<file path="src/rtl/if_pkg.sv">
// Shared types and constants for the IF-stage instruction fetch controller.
package if_pkg;

    typedef enum logic [1:0] {
        IDLE = 2'd0,
        REQ  = 2'd1,
        WAIT = 2'd2,
        RESP = 2'd3
    } fetch_state_t;

    localparam logic [31:0] NOP_INST_DEF   = 32'h0000_0000;
    localparam logic [31:0] PADDR_MASK_DEF = 32'h1FFF_FFFF;

    typedef struct packed {
        logic [31:0] inst;
        logic [31:0] pc;
        logic        adel;
    } fetch_slot_t;

    // Physical address of the 64-bit aligned pair that holds pc.
    function automatic logic [31:0] pair_paddr(input logic [31:0] pc, input logic [31:0] mask);
        return {pc[31:3], 3'b000} & mask;
    endfunction

endpackage

</file>
<file path="src/rtl/inst_fetch_buf.sv">
// Holding register for the fetched pair while the controller presents it.
// Drop clears the contents so the idle outputs read as zero.
module inst_fetch_buf
    import if_pkg::*;
(
    input  logic        clk,
    input  logic        rst,
    input  logic        load,
    input  logic        drop,
    input  fetch_slot_t load_slot,
    input  logic [31:0] load_inst2,
    input  logic        load_dual,
    output fetch_slot_t slot,
    output logic [31:0] inst2,
    output logic        dual
);

    fetch_slot_t slot_r;
    logic [31:0] inst2_r;
    logic        dual_r;

    // Capture on load, clear on drop or reset, otherwise hold.
    always_ff @(posedge clk) begin
        if (rst || drop) begin
            slot_r  <= '0;
            inst2_r <= 32'h0000_0000;
            dual_r  <= 1'b0;
        end else if (load) begin
            slot_r  <= load_slot;
            inst2_r <= load_inst2;
            dual_r  <= load_dual;
        end else begin
            slot_r  <= slot_r;
            inst2_r <= inst2_r;
            dual_r  <= dual_r;
        end
    end

    assign slot  = slot_r;
    assign inst2 = inst2_r;
    assign dual  = dual_r;

endmodule

</file>
<file path="src/rtl/inst_fetch_ctrl.sv">
// IF-stage fetch controller: one outstanding 64-bit icache fetch, returns
// one or two instructions to the PC register, and swallows redirected fetches.
module inst_fetch_ctrl
    import if_pkg::*;
#(
    parameter logic [31:0] PADDR_MASK = PADDR_MASK_DEF,
    parameter logic [31:0] NOP_INST   = NOP_INST_DEF
) (
    input  logic        clk,
    input  logic        rst,
    input  logic [31:0] pc_curr,
    input  logic        redirect,
    input  logic        stall,
    output logic        inst_req,
    output logic [31:0] inst_addr,
    input  logic        inst_addr_ok,
    input  logic        inst_data_ok,
    input  logic [63:0] inst_rdata,
    output logic        inst_data_ok1,
    output logic        inst_data_ok2,
    output logic [31:0] inst_rdata1,
    output logic [31:0] inst_rdata2,
    output logic [31:0] inst_pc1,
    output logic        inst_adel
);

    fetch_state_t state_r, state_s;
    logic         discard_r, discard_s;
    logic [31:0]  fetch_pc_r, fetch_pc_s;
    logic [31:0]  addr_r, addr_s;
    logic         load_s, drop_s, load_dual_s, ok1_s;
    fetch_slot_t  load_slot_s, buf_slot_s;
    logic [31:0]  load_inst2_s, buf_inst2_s;
    logic         buf_dual_s;

    // State register plus fetch PC, bus address and discard flag.
    always_ff @(posedge clk) begin
        if (rst) begin
            state_r    <= IDLE;
            discard_r  <= 1'b0;
            fetch_pc_r <= 32'h0000_0000;
            addr_r     <= 32'h0000_0000;
        end else begin
            state_r    <= state_s;
            discard_r  <= discard_s;
            fetch_pc_r <= fetch_pc_s;
            addr_r     <= addr_s;
        end
    end

    // Next state, buffer load/drop and redirect bookkeeping.
    always_comb begin
        state_s      = state_r;
        discard_s    = discard_r;
        fetch_pc_s   = fetch_pc_r;
        addr_s       = addr_r;
        load_s       = 1'b0;
        drop_s       = 1'b0;
        load_slot_s  = '0;
        load_inst2_s = 32'h0000_0000;
        load_dual_s  = 1'b0;
        ok1_s        = (state_r == RESP) && !stall && !redirect;
        case (state_r)
            IDLE: begin
                if (!stall && !redirect) begin
                    fetch_pc_s = pc_curr;
                    if (pc_curr[1:0] == 2'b00) begin
                        state_s = REQ;
                        addr_s  = pair_paddr(pc_curr, PADDR_MASK);
                    end else begin
                        // Misaligned PC never reaches the bus.
                        state_s     = RESP;
                        load_s      = 1'b1;
                        load_slot_s = '{inst: NOP_INST, pc: pc_curr, adel: 1'b1};
                    end
                end else begin
                    state_s = IDLE;
                end
            end
            REQ: begin
                if (redirect) begin
                    discard_s = 1'b1;
                end else begin
                    discard_s = discard_r;
                end
                if (inst_addr_ok) begin
                    state_s = WAIT;
                end else begin
                    state_s = REQ;
                end
            end
            WAIT: begin
                if (inst_data_ok) begin
                    discard_s = 1'b0;
                    if (discard_r || redirect) begin
                        state_s = IDLE;
                    end else begin
                        state_s      = RESP;
                        load_s       = 1'b1;
                        load_slot_s  = '{inst: (fetch_pc_r[2] ? inst_rdata[63:32] : inst_rdata[31:0]),
                                         pc: fetch_pc_r, adel: 1'b0};
                        load_inst2_s = inst_rdata[63:32];
                        load_dual_s  = !fetch_pc_r[2];
                    end
                end else if (redirect) begin
                    discard_s = 1'b1;
                end else begin
                    discard_s = discard_r;
                end
            end
            RESP: begin
                if (redirect || !stall) begin
                    state_s = IDLE;
                    drop_s  = 1'b1;
                end else begin
                    state_s = RESP;
                end
            end
            default: begin
                state_s = IDLE;
            end
        endcase
    end

    inst_fetch_buf u_buf (
        .clk        (clk),
        .rst        (rst),
        .load       (load_s),
        .drop       (drop_s),
        .load_slot  (load_slot_s),
        .load_inst2 (load_inst2_s),
        .load_dual  (load_dual_s),
        .slot       (buf_slot_s),
        .inst2      (buf_inst2_s),
        .dual       (buf_dual_s)
    );

    assign inst_req      = (state_r == REQ);
    assign inst_addr     = addr_r;
    assign inst_data_ok1 = ok1_s;
    assign inst_data_ok2 = ok1_s & buf_dual_s;
    assign inst_rdata1   = buf_slot_s.inst;
    assign inst_rdata2   = buf_inst2_s;
    assign inst_pc1      = buf_slot_s.pc;
    assign inst_adel     = ok1_s & buf_slot_s.adel;

endmodule

</file>
<file path="config.mk">
export PLATFORM = sky130hd
export DESIGN_NAME = inst_fetch_ctrl
export DESIGN_NICKNAME = d
export VERILOG_FILES = /design/src/rtl/if_pkg.sv /design/src/rtl/inst_fetch_buf.sv /design/src/rtl/inst_fetch_ctrl.sv
export SDC_FILE = /design/constraint.sdc
export NUM_CORES = 1
export LEC_CHECK = 0
export CORE_MARGIN = 1.5
export CORE_UTILIZATION = 44
export CTS_BUF_LIST = sky130_fd_sc_hd__clkbuf_4 sky130_fd_sc_hd__clkbuf_8
export DETAILED_ROUTE_END_ITERATION = 10
export GPL_TIMING_DRIVEN = 0
export PLACE_DENSITY = 0.84
export SYNTH_ARGS = -nofsm -noshare
export SYNTH_HDL_FRONTEND = slang
export SYNTH_SLANG_ARGS = --single-unit
</file>
<file path="constraint.sdc">
create_clock -name clk -period 1.85 [get_ports clk]
set_input_delay 0.4625 -clock clk [delete_from_list [all_inputs] [get_ports clk]]
set_output_delay 0.4625 -clock clk [all_outputs]
set_load 0.05 [all_outputs]
</file>
### Word level (Yosys, flattened, before mapping)

Cells that the tools add are included.
W data, S select, Z words.

| operators by class | value |
|---|---|
| equality and inequality tests | 4 |
| bitwise logic cells | 2 |
| reduce and logical (&&, ||, !) cells | 14 |
| multiplexer cells | 29 |

Operator list:

| kind | number |
|---|---|
| $mux W65 | 2 |
| $pmux W65 S2 | 1 |
| $mux W32 | 4 |
| $mux W33 | 2 |
| $mux W2 | 6 |
| $mux W1 | 11 |
| $pmux W2 S4 | 1 |
| $eq A2 B2 Y1 const B | 2 |
| $logic_not A2 Y1 | 2 |
| $pmux W1 S2 | 2 |
| $logic_and A1 B1 Y1 | 3 |
| $logic_not A1 Y1 | 3 |
| $logic_or A1 B1 Y1 | 3 |
| $reduce_and A3 Y1 | 1 |
| $and A1 B1 Y1 | 2 |
| $eq A2 B1 Y1 const B | 1 |
| $ne A2 B2 Y1 const B | 1 |
| $reduce_and A2 Y1 | 1 |
| $reduce_bool A2 Y1 | 1 |

| word-level totals | value |
|---|---|
| bits of input ports | 102 |
| register bits after elaboration | 159 |
| output and inout bits | 132 |

### Logic depth before layout (Yosys ltp)

| depth | value |
|---|---|
| depth in word-level cells | 5 |
| depth in mapped cells | 8 |
| gate-level depth less buffers | 5 |

### Cells and area by module

From an unflattened synthesis, not the netlist that was laid out.

| second synthesis, totals | value |
|---|---|
| cell total of the unflattened synthesis | 760 |
| area, all modules | 6867.8 um2 |

By module, submodules not included:

| module | cells each | instances | area an instance (um2) |
|---|---|---|---|
| inst_fetch_buf | 317 | 1 | 3464.6 |
| inst_fetch_ctrl | 443 | 1 | 3403.3 |

### Worst setup path after synthesis

OpenSTA, ideal clock, no wires.

| timing path | value |
|---|---|
| path kind | in2out |
| from | input port redirect |
| to | output port inst_adel |
| slack | -0.987 ns |
| arrival time | 2.375 ns |
| buffers on the path | 1 |
| stages on the path | 3 |
| cell sequence | buf_6 > nor3b_1 > and2_1 |

| between the ends | value |
|---|---|
| longest elaborated chain between the ends | 3 |

Ends and longest elaborated chain:

| element | RTL line | text |
|---|---|---|
| from (decl) | inst_fetch_ctrl.sv:12 | `input logic redirect,` |
| $logic_not A1 Y1 | inst_fetch_ctrl.sv:62 | `ok1_s = (state_r == RESP) && !stall && !redirect;` |
| $logic_and A1 B1 Y1 | inst_fetch_ctrl.sv:62 |  |
| via inst_data_ok1 | inst_fetch_ctrl.sv:19 | `output logic inst_data_ok1,` |
| $and A1 B1 Y1 | inst_fetch_ctrl.sv:145 | `assign inst_adel = ok1_s & buf_slot_s.adel;` |
| to (decl) | inst_fetch_ctrl.sv:24 | `output logic inst_adel` |

The timed path passes the listed nets, and every way through them passes these cells.

### Worst setup path in the final report

| timing path | value |
|---|---|
| from | register state_r[1] |
| to | output port inst_adel |

| between the ends | value |
|---|---|
| longest elaborated chain between the ends | 4 |

Ends and longest elaborated chain:

| element | RTL line | text |
|---|---|---|
| from (decl) | inst_fetch_ctrl.sv:27 | `fetch_state_t state_r, state_s;` |
| from (signal assigned) | inst_fetch_ctrl.sv:44 | `state_r <= state_s;` |
| $eq A2 B2 Y1 | inst_fetch_ctrl.sv:62 |  |
| $logic_and A1 B1 Y1 (2 in series) | inst_fetch_ctrl.sv:62 |  |
| $and A1 B1 Y1 | inst_fetch_ctrl.sv:145 |  |

No other way between the ends.

==> metrics.cfg <==
[run_status]
status=finished, violations left
violations=negative setup slack

[cells_and_area]
diodes=0
fill_cells=1380
final_cells=1344
syn2layout_area_growth_pct=42.5
finalNetCount=1217
drive_above_1_share_pct=28.3
utilization_pct=64.0
design_area_um2=10600

[routing]
avgViaCountPerCell=5.53
ant_nets=0
num_vias=7427
drt_iter0_markers=527
dr.pass1.iters=5
wirelength_um=24300
drc=0
wl_per_cell_um=18.1

[sta]
setup_slack_ps=-135
setup_viol=48
rsz0062_at_grt=yes
min_period_ps=1990
fin_setup_tns_ps=-998
tightest_slew_ps=653
finalHoldViolCount=0
drv_slew=0
slew_headroom_pct=56.5
holdWs_ps=338
period_share_pct=107
max_freq_mhz=504
finClkSkew_ps=12.2

[logic_synthesis]
ys_ff_latch=159
synth-seq-area-share_pct=42.9
syn-mean-instance-area_um2=8.65
yosys_most_used_dff=dfxtp_1
muxShareOfSynthArea_pct=4.99
synth_area_leaders=dfxtp_1, a21oi_1, o211ai_1
synth-simple-area-share_pct=10.5
synth.largest_area_cell=dfxtp_1
synth_top_area_share_pct=42.9
async_flop_share_pct=0
synth-xor-area-share_pct=0
synth_edf_count=0
syn-cell-area_um2=7420
synth_top_family_by_area=compound AO/OA/AOI/OAI gates
synth_cell_types=37
ys_warn_count=0
syn-instance-count=858
synth_compound_area_share_pct=27.9
synthAdderAreaFrac_pct=0.674

[worst_hold_path]
min-delay-start=redirect
hp-class=primary input to flip-flop
holdPathStages=3
whs_endpoint=state_r[0]

[place]
dp_cells=1308
port_buffers=225
globalplace.congestion=0.833
post-place-ws_ps=-843
postPlaceCellArea_um2=9980
dp_hpwl_um=17600

[floorplan]
start_util_pct=44.9
pin_count=234
fp.dieH_um=133
die_area_um2=17700
core.rowCount=47
core_um2=16500
die_w_um=133

[power]
cellPowerDensity_nw_per_um2=725
ir_worst_vdd_mv=0.481
p_leak_nw=3.83
finalPower_mw=7.67

[setup_path]
startpoint_type=flip-flop
r2r_cells=7
r2r-end=u_buf.slot[23]
r2r_start=state_r[1]
arrival_ps=1520
cp_max_fo=4
critical_path.endpoint_type=primary output
startpoint=state_r[1]
rrSetupSlack_ps=-60
critPathKind=flip-flop to primary output
required_ps=1390

[grt]
gr-usage-all-layers_pct=27.3
grt_pass1_wl_um=38100
first_global_vias=7137
antenna_found_initial=0
grt_max_degree=17
grt.overflow.total=0

[clock_network]
clock_path_buffers=2
cts_made_buffers=17
cts_tree=built
clkSinkCount=159
h-tree-depth=4
clock-root-buffer=clkbuf_8
clk_latency_ps=460
clk_pin_slew_ps=90
holdBufCountCts=0

[job]
maxCapViolCount=0

## area by class of cell
class                      count  area [µm²]  share of cell area (%)
clock inverter                14         156                    1.48
multi-input combinational    539        3340                    31.6
clock buffer                  18         248                    2.34
tap                          220         275                    2.60
inverter                       3        11.3                   0.106
buffer                       161        1060                    10.0
timing repair buffer         230        2300                    21.7
sequential                   159        3190                    30.2
## how the worst max path moves through the flow
stage / end / slack, ps / depth (start not counted)
finish: inst_adel / -140 / 4
floorplan: inst_adel / -70 / 3
CTS: inst_adel / -170 / 4
global placement: inst_adel / -840 / 4
detailed placement: inst_adel / -840 / 4
global route: inst_adel / -210 / 4
## sequential cells by signal (all words and copies together) (netlist names)
signal       flops
u_buf.inst2     32
u_buf.dual       1
discard_r        1
fetch_pc_r      32
state_r          2
inst_addr       26
u_buf.slot      65
## what timing repair did
action                     in CTS  in global routing
setup endpoints to repair     283                179
resized for setup             336                 90
pin swaps                       1                  6
setup buffers                   4                  1
cloned                          0                  0
## cells in the final DEF (no fill, tap or decap), types with 20 or more instances in the layout
master           netlist  final
clkbuf_1              46     27
o211ai_2              20     20
mux2_2                32     32
clkbuf_2               0     28
buf_4                 73     90
o211ai_1              75     75
a21oi_1              155    155
nand3_1               26     26
clkdlybuf4s15_1        0     29
clkdlybuf4s15_2        0     66
nand2_1              131    131
dfxtp_1              159    157
clkdlybuf4s50_1        0     96
a32oi_1               30     30
o21ai_0               27     20
## where the power goes
part           switching [mW]  internal (mW)  total (mW)
combinational           0.852          0.576        1.43
sequential             0.0645           3.53        3.59
clock                    1.39           1.26        2.65
total                    2.31           5.36        7.67
## layer usage
layer	global-route usage, %	wire length [µm]	part of all wire (%)
met5	0	0	0
met4	8.24	472	1.9
met3	6.40	2110	8.7
met2	46.2	11800	49
met1	34.5	9880	41
## worst max-delay path, cell delays in order, from the launching register on
cell	delay [ps]
dfxtp_4	390
ha_4	140
nor3b_4	210
and2_4	180
buf_8	140
## cell families after synthesis
logic type                 after synthesis
AOI/OAI and AO/OA                      318
adders and majority gates                4
buffers and inverters                  165
DFF                                    159
muxes                                   33
other                                    1
and+or+nand+nor                        178
## synthesized netlist by cell type (20+ instances only)
| cell | instances |
|---|---|
| dfxtp_1 | 159 |
| a21oi_1 | 155 |
| nand2_1 | 131 |
| o211ai_1 | 75 |
| buf_4 | 73 |
| clkbuf_1 | 46 |
| buf_2 | 34 |
| mux2_2 | 32 |
| a32oi_1 | 30 |
| o21ai_0 | 27 |
| nand3_1 | 26 |
| o211ai_2 | 20 |
(Power assumes the default switching activity.)
